`config.mk`:
```
export PLATFORM = sky130hd
export DESIGN_NAME = diff_expand
export DESIGN_NICKNAME = d
export VERILOG_FILES = /design/src/rtl/grp55_pkg.sv /design/src/rtl/mask_shifter.sv /design/src/rtl/diff_expand.sv
export SDC_FILE = /design/constraint.sdc
export NUM_CORES = 1
export LEC_CHECK = 0
export ABC_AREA = 1
export BUFFER_PORTS_ARGS = -buffer_cell sky130_fd_sc_hd__buf_2
export CAP_MARGIN = 20
export CORE_UTILIZATION = 40
export DETAILED_ROUTE_END_ITERATION = 8
export PLACE_DENSITY = 0.68
export REMOVE_ABC_BUFFERS = 1
export SETUP_SLACK_MARGIN = 0.1
export SLEW_MARGIN = 40
export SYNTH_ARGS = -nofsm -noshare
export SYNTH_HDL_FRONTEND = slang
export SYNTH_SLANG_ARGS = --single-unit
```
`constraint.sdc`:
```
create_clock -name clk -period 1.35 [get_ports clk]
set_input_delay 0.0675 -clock clk [delete_from_list [all_inputs] [get_ports clk]]
set_output_delay 0.0675 -clock clk [all_outputs]
set_load 0.02 [all_outputs]
```
`src/rtl/grp55_pkg.sv`:
```
// Shared Grp55 datapath constants and the diff_expand state encoding.
package grp55_pkg;

    localparam int DIFF_W    = 32;
    localparam int DIFF_IDXW = 6;
    localparam int DIFF_CNTW = 5;

    localparam logic [DIFF_IDXW-1:0] DIFF_IDX_NONE = 6'd32;

    typedef enum logic [1:0] {
        DX_IDLE  = 2'd0,
        DX_SHIFT = 2'd1,
        DX_DONE  = 2'd2
    } dx_state_e;

endpackage : grp55_pkg

```
`src/rtl/mask_shifter.sv`:
```
// One-hot mask register with load-one/load-zero/shift-left controls and the
// down-counter that decides how many more shifts are needed.
module mask_shifter
    import grp55_pkg::*;
#(
    parameter int WIDTH = DIFF_W
) (
    input  logic                 clk,
    input  logic                 rst_n,
    input  logic                 load_one_i,
    input  logic                 load_zero_i,
    input  logic                 shift_i,
    input  logic [DIFF_CNTW-1:0] cnt_i,
    output logic [WIDTH-1:0]     mask_o,
    output logic                 cnt_zero_o
);

    localparam logic [WIDTH-1:0] MASK_ONE = {{(WIDTH-1){1'b0}}, 1'b1};

    logic [WIDTH-1:0]     mask_q;
    logic [WIDTH-1:0]     mask_d;
    logic [DIFF_CNTW-1:0] cnt_q;
    logic [DIFF_CNTW-1:0] cnt_d;

    // Next-state selection: load wins over shift, otherwise hold.
    always_comb begin
        mask_d = mask_q;
        cnt_d  = cnt_q;
        if (load_one_i) begin
            mask_d = MASK_ONE;
            cnt_d  = cnt_i;
        end else if (load_zero_i) begin
            mask_d = {WIDTH{1'b0}};
            cnt_d  = {DIFF_CNTW{1'b0}};
        end else if (shift_i) begin
            mask_d = mask_q << 1'b1;
            cnt_d  = cnt_q - 5'd1;
        end else begin
            mask_d = mask_q;
            cnt_d  = cnt_q;
        end
    end

    // Mask and counter registers.
    always_ff @(posedge clk or negedge rst_n) begin
        if (!rst_n) begin
            mask_q <= {WIDTH{1'b0}};
            cnt_q  <= {DIFF_CNTW{1'b0}};
        end else begin
            mask_q <= mask_d;
            cnt_q  <= cnt_d;
        end
    end

    assign mask_o     = mask_q;
    assign cnt_zero_o = (cnt_q == 5'd0);

endmodule : mask_shifter

```
`src/rtl/diff_expand.sv`:
```
// Inverse of diff: flips bit idx of base, building the one-hot mask serially.
// Handshaked on both sides; sentinel (32) and illegal (>32) indices finish in one edge.
module diff_expand
    import grp55_pkg::*;
#(
    parameter int WIDTH = DIFF_W,
    parameter int IDXW  = DIFF_IDXW
) (
    input  logic             clk,
    input  logic             rst_n,
    input  logic             in_valid,
    output logic             in_ready,
    input  logic [WIDTH-1:0] base,
    input  logic [IDXW-1:0]  idx,
    output logic             out_valid,
    input  logic             out_ready,
    output logic [WIDTH-1:0] result,
    output logic [WIDTH-1:0] mask,
    output logic             no_diff,
    output logic             idx_err
);

    dx_state_e        state_q, state_d;
    logic [WIDTH-1:0] base_q, base_d;
    logic [WIDTH-1:0] result_q, result_d;
    logic             no_diff_q, no_diff_d;
    logic             idx_err_q, idx_err_d;
    logic             out_valid_q;
    logic             load_one_s, load_zero_s, shift_s;
    logic             cnt_zero_s;
    logic [WIDTH-1:0] mask_s;
    logic             accept_s;

    assign in_ready = (state_q == DX_IDLE) && rst_n;
    assign accept_s = in_valid && in_ready;

    mask_shifter #(.WIDTH(WIDTH)) u_shift (
        .clk        (clk),
        .rst_n      (rst_n),
        .load_one_i (load_one_s),
        .load_zero_i(load_zero_s),
        .shift_i    (shift_s),
        .cnt_i      (idx[DIFF_CNTW-1:0]),
        .mask_o     (mask_s),
        .cnt_zero_o (cnt_zero_s)
    );

    // FSM next-state, datapath register updates and shifter controls.
    always_comb begin
        state_d     = state_q;
        base_d      = base_q;
        result_d    = result_q;
        no_diff_d   = no_diff_q;
        idx_err_d   = idx_err_q;
        load_one_s  = 1'b0;
        load_zero_s = 1'b0;
        shift_s     = 1'b0;
        case (state_q)
            DX_IDLE: begin
                if (accept_s) begin
                    base_d = base;
                    if (idx < DIFF_IDX_NONE) begin
                        load_one_s = 1'b1;
                        state_d    = DX_SHIFT;
                    end else begin
                        load_zero_s = 1'b1;
                        result_d    = base;
                        no_diff_d   = (idx == DIFF_IDX_NONE);
                        idx_err_d   = (idx > DIFF_IDX_NONE);
                        state_d     = DX_DONE;
                    end
                end else begin
                    state_d = DX_IDLE;
                end
            end
            DX_SHIFT: begin
                if (cnt_zero_s) begin
                    result_d = base_q ^ mask_s;
                    state_d  = DX_DONE;
                end else begin
                    shift_s = 1'b1;
                end
            end
            DX_DONE: begin
                if (out_ready) begin
                    no_diff_d = 1'b0;
                    idx_err_d = 1'b0;
                    state_d   = DX_IDLE;
                end else begin
                    state_d = DX_DONE;
                end
            end
            default: begin
                state_d = DX_IDLE;
            end
        endcase
    end

    // State and datapath registers; out_valid is registered from the next state.
    always_ff @(posedge clk or negedge rst_n) begin
        if (!rst_n) begin
            state_q     <= DX_IDLE;
            base_q      <= {WIDTH{1'b0}};
            result_q    <= {WIDTH{1'b0}};
            no_diff_q   <= 1'b0;
            idx_err_q   <= 1'b0;
            out_valid_q <= 1'b0;
        end else begin
            state_q     <= state_d;
            base_q      <= base_d;
            result_q    <= result_d;
            no_diff_q   <= no_diff_d;
            idx_err_q   <= idx_err_d;
            out_valid_q <= (state_d == DX_DONE);
        end
    end

    assign out_valid = out_valid_q;
    assign result    = result_q;
    assign mask      = mask_s;
    assign no_diff   = no_diff_q;
    assign idx_err   = idx_err_q;

endmodule : diff_expand

```
Word level (Yosys, flattened, before mapping)
Cells that the tools add are included. W data, S select, Z words.

Add/sub/neg operators: 1. Muxes and demuxes: 30. Div/mod/pow operators: 0. Order comparisons: 2. Eq/ne operators: 8. Bitwise logic cells: 1. Shifts and indexed selects: 0. $mul: 0. Reduce and logical (&&, ||, !) cells: 10.

Operator list (number): $mux W32 (6); $pmux W32 S2 (1); $xor A32 B32 Y32 (1); $mux W5 (3); $mux W1 (13); $mux W2 (4); $ne A2 B2 Y1 const B (4); $reduce_and A4 Y1 (2); $eq A6 B6 Y1 const B (1); $gt A6 B6 Y1 const B (1); $lt A6 B6 Y1 const B (1); $pmux W2 S3 (1); $logic_not A5 Y1 (1); $sub A5 B1 Y5 const B (1); $eq A2 B2 Y1 const B (2); $pmux W1 S2 (2); $reduce_bool A2 Y1 (2); $reduce_bool A3 Y1 (1); $eq A2 B1 Y1 const B (1); $logic_and A1 B1 Y1 (2); $logic_not A2 Y1 (1); $reduce_and A2 Y1 (1).

Input port bits: 42. Latch bits: 0. Memories kept: 0. ROM bits: 0. Bits in writable memories: 0. Flip-flop bits (word level): 106.

Longest topological paths before layout
Word-level depth: 7. Gate-level depth with buffers: 10. Depth with buffers taken out: 8.

Hierarchy
Synthesis repeated with hierarchy kept, for this count alone.

Cell total of the unflattened synthesis: 696. Area, all modules: 5212.5 µm².

Modules (own cells, without submodules): diff_expand (cells an instance 513, instances 1, area an instance 3601.0 µm²); mask_shifter (cells an instance 183, instances 1, area an instance 1611.5 µm²).

Worst setup path before layout
Ideal clock, no wire load.

Path type: register -> register. Start point: register u_shift.cnt_q[0]. End point: register result_q[0], in the netlist result[0]. Clock period less this slack: 1392 ps. Data required time: 1233 ps. Buffers on the path: 1. Cell stages (with the launch flop): 9. Slack: -42 ps. Data arrival time: 1275 ps. Cell sequence: dfrtp_1 -> inv_1 -> ha_1 -> nand3_1 -> nor2_1 -> nand2_2 -> buf_2 -> nand3_1 -> nand2_1.

Longest elaborated chain between the ends: 3.

Ends and longest elaborated chain: start: declaration (line mask_shifter.sv:22) `logic [DIFF_CNTW-1:0] cnt_q;`; start signal: assignment (line mask_shifter.sv:48) `cnt_q <= {DIFF_CNTW{1'b0}};`; start signal: assignment (line mask_shifter.sv:51) `cnt_q <= cnt_d;`; $logic_not A5 Y1 (line mask_shifter.sv:56) `assign cnt_zero_o = (cnt_q == 5'd0);`; $ne A2 B2 Y1 (no line); $reduce_and A4 Y1 (no line); end signal: assignment (line diff_expand.sv:104) `result_q <= {WIDTH{1'b0}};`; end signal: assignment (line diff_expand.sv:111) `result_q <= result_d;`; end: declaration (line diff_expand.sv:25) `logic [WIDTH-1:0] result_q, result_d;`.

No other way between the ends. A chain may end at the register's enable or synchronous reset.

Worst setup path in the final report
Start point: register state_q[0]. End point: register result_q[12], in the netlist result[12].

Longest elaborated chain between the ends: 5.

Ends and longest elaborated chain: start: declaration (line diff_expand.sv:23) `dx_state_e state_q, state_d;`; start signal: assignment (line diff_expand.sv:109) `state_q <= state_d;`; $logic_not A2 Y1 (line diff_expand.sv:34, diff_expand.sv:58); $logic_and A1 B1 Y1 (line diff_expand.sv:34) `assign in_ready = (state_q == DX_IDLE) && rst_n;`; $logic_and A1 B1 Y1 (line diff_expand.sv:35) `assign accept_s = in_valid && in_ready;`; $ne A2 B2 Y1 (no line); $reduce_and A4 Y1 (no line).

Several ways; a longest one is shown, not always the timed one.

==> flow_metrics.tcl <==
set metrics [dict create \
    die-area_sq_mm 0.01311 \
    cp.arrival_ns 1.75 \
    crit_type "register to register" \
    worst_pin_slew_ns 0.7285 \
    final_common_cell "nand2_1" \
    antenna_found_initial 0 \
    numCtsBuffers 9 \
    final_cell_mix "nand2_1 (143), buf_2 (108), dfrtp_1 (106)" \
    num_antenna_cells 0 \
    drc 0 \
    firstDrtPassIters 4 \
    port_buffers 109 \
    pre_cts_ws_ns -0.1687 \
    synth_seq_cells 106 \
    synth_simple_gate_area_share_pct 22.74 \
    cts_tree "built" \
    ys_types 22 \
    clk_path_buf_depth 2 \
    yosysWarningCount 0 \
    grt_pass1_vias 4940 \
    cap_viol_max_count 0 \
    failed_checks "setup timing" \
    clk_pin_slew_worst_paths_ns 0.07 \
    status "finished with violations" \
    power_w 0.01577 \
    vias 4837 \
    seq_area_frac_synth_pct 52.40 \
    path_max_fanout 4 \
    rsz0062_at_grt "yes" \
    vdd_drop_max_uv 1095 \
    start_util_pct 41.63 \
    period_minus_slack_ns 1.511 \
    synth_top_family_by_area "simple AND/OR/NAND/NOR gates" \
    synth-adder-area-share_pct 0.2472 \
    start_kind "register" \
    maxSlewViolCount 0 \
    fp.dieW_um 114.5 \
    grtUsageTotal_pct 24.82 \
    area_growth_pct 58.13 \
    synthMuxAreaShare_pct 0 \
    setup_viol_count_final 94 \
    fin_nets 842 \
    cts-root-buf "clkbuf_16" \
    dp_hpwl_um 8180 \
    fin_tns_setup_ns -7.129 \
    p_per_area_mw_per_mm2 1970 \
    leakage_nw 4.128 \
    antenna_left 0 \
    path_buf_inv 5 \
    syn_avg_cell_area_sq_um 8.231 \
    grt_pass1_wl_um 24830 \
    io_pins 110 \
    rows 40 \
    fmax_ghz 0.6620 \
    syn_inst 615 \
    wire_per_inst_um 16.56 \
    hold_path.class "primary input to register" \
    path_delay_family "buffers and inverters" \
    path_cells "buf_4 > nand2_2 > inv_4 > nand2_4 > nand2_4 > buf_6 > buf_6 > clkbuf_16 > nand2_2 > nand2_2" \
    grt_max_degree 57 \
    htree_levels 3 \
    synth-compound-area-share_pct 10.13 \
    grt_overflow 0 \
    wl_um 16090 \
    cpPeakStageDelay_ns 0.42 \
    fin_crit_sh_pct 111.9 \
    cp_data_required_time_ns 1.59 \
    cts_sinks 106 \
    layout-drive-gt1-share_pct 42.04 \
    final_core_util_pct 65.82 \
    coreArea_sq_mm 0.01216 \
    crit_top_cell "nand2_2" \
    critPathCaptureType "register" \
    setup_slack_ns -0.1607 \
    hold_viol_final 0 \
    drtIter0Drc 261 \
    slowest_stage "dfrtp_1" \
    via_per_inst 4.976 \
    die_h_um 114.5 \
    clk_latency_ns 0.35 \
    netlist_area_sq_mm 0.005062 \
    synth_xor_area_share_pct 5.709 \
    place_congestion 0.7894 \
    slew-limit-headroom_pct 51.43 \
    skew_ns 0.007508 \
]
-- final timing paths --
kind / startpoint / slack [ns] / end / depth (start not counted)
setup / recovery: state_q[0] / -0.16 / result[12] / 10
hold / removal: idx[4] / 0.02 / u_shift.cnt_q[4] / 3
setup reg to reg: state_q[0] / -0.16 / result[12] / 10
hold reg to reg: result[6] / 0.50 / result[6] / 2
max in group asynchronous: rst_n / 0.33 / result[29] / 3
min in group asynchronous: rst_n / 0.50 / idx_err / 3
-- state kept, by name, summed over array words and instances (netlist names) --
| name | cells |
|---|---|
| base_q | 32 |
| result | 32 |
| u_shift.mask_o | 32 |
| u_shift.cnt_q | 5 |
| state_q | 2 |
| idx_err | 1 |
| no_diff | 1 |
| out_valid | 1 |
-- cell usage after synthesis --
cell | number | area [sq um]
and2_2 | 1 | 7.510
buf_2 | 16 | 80.08
buf_4 | 5 | 37.54
buf_6 | 7 | 78.83
clkbuf_1 | 7 | 26.28
dfrtp_1 | 106 | 2653
ha_1 | 1 | 12.51
inv_1 | 56 | 210.2
inv_2 | 3 | 11.26
nand2_1 | 217 | 814.5
nand2_2 | 3 | 18.77
nand2_4 | 1 | 11.26
nand3_1 | 44 | 220.2
nand3_4 | 1 | 17.52
nand4_1 | 4 | 25.02
nor2_1 | 8 | 30.03
nor2_2 | 1 | 6.260
o211ai_1 | 3 | 22.52
o21ai_0 | 67 | 335.3
o21ai_1 | 31 | 155.2
xnor2_1 | 32 | 280.3
xor2_1 | 1 | 8.760
-- cells by family (layout without fill, tap and decap cells) --
logic type / after synthesis / in the layout
adders and majority gates: 1 / 1
AOI/OAI and AO/OA: 101 / 101
DFF: 106 / 106
xor gates and xnor gates: 33 / 33
and+or+nand+nor: 280 / 280
buffers and inverters: 94 / 283
-- report_power, final --
group	leakage [nW]	switching, W	internal, W	total (W)
Sequential	1.37	0.000978	0.00425	0.00523
Clock	0.152	0.00118	0.00160	0.00278
Combinational	2.60	0.00414	0.00362	0.00776
Total	4.13	0.00630	0.00947	0.0158
-- worst reg2reg max path, stage by stage, from the launching register on --
cell and delay [ns]:
dfrtp_1 0.42, buf_4 0.15, nand2_2 0.11, inv_4 0.06, nand2_4 0.08, nand2_4 0.07
buf_6 0.12, buf_6 0.12, clkbuf_16 0.15, nand2_2 0.05, nand2_2 0.05
-- area by class of cell --
type	instances	area (sq um)
fillers	931	4156
well taps	168	210.2
clock buffers	13	270.3
multi-input cells	415	2641
repair buffers	208	1956
clock inverters	3	46.29
flip-flops and latches	106	2653
inverters	59	229.0
-- routing by layer --
layer,vias to the layer above,wire (um),GRT usage [%]
li1,2321,-,-
met1,2345,6837,32.27
met2,145,8124,41.74
met3,26,815,3.917
met4,0,316,9.351
met5,-,0,0
-- metrics by stage --
step	area, sq um	hold WS, ns	instances
after floorplan	4840	-0.2281	580
after global placement	5881	0.2797	883
after detailed placement	5881	0.2956	883
after CTS	7714	0.01319	973
after global routing	8005	0.04314	972
final	8005	0.02181	972
-- what timing repair did --
item,CTS,global route
gates resized for setup,199,83
endpoints found under the setup margin,106,107
cloned,18,4
hold endpoints to repair,140,0
hold buffers,34,0
pin swaps,21,23
setup buffers,22,3
No activity file was read; power rests on OpenSTA's default activity.
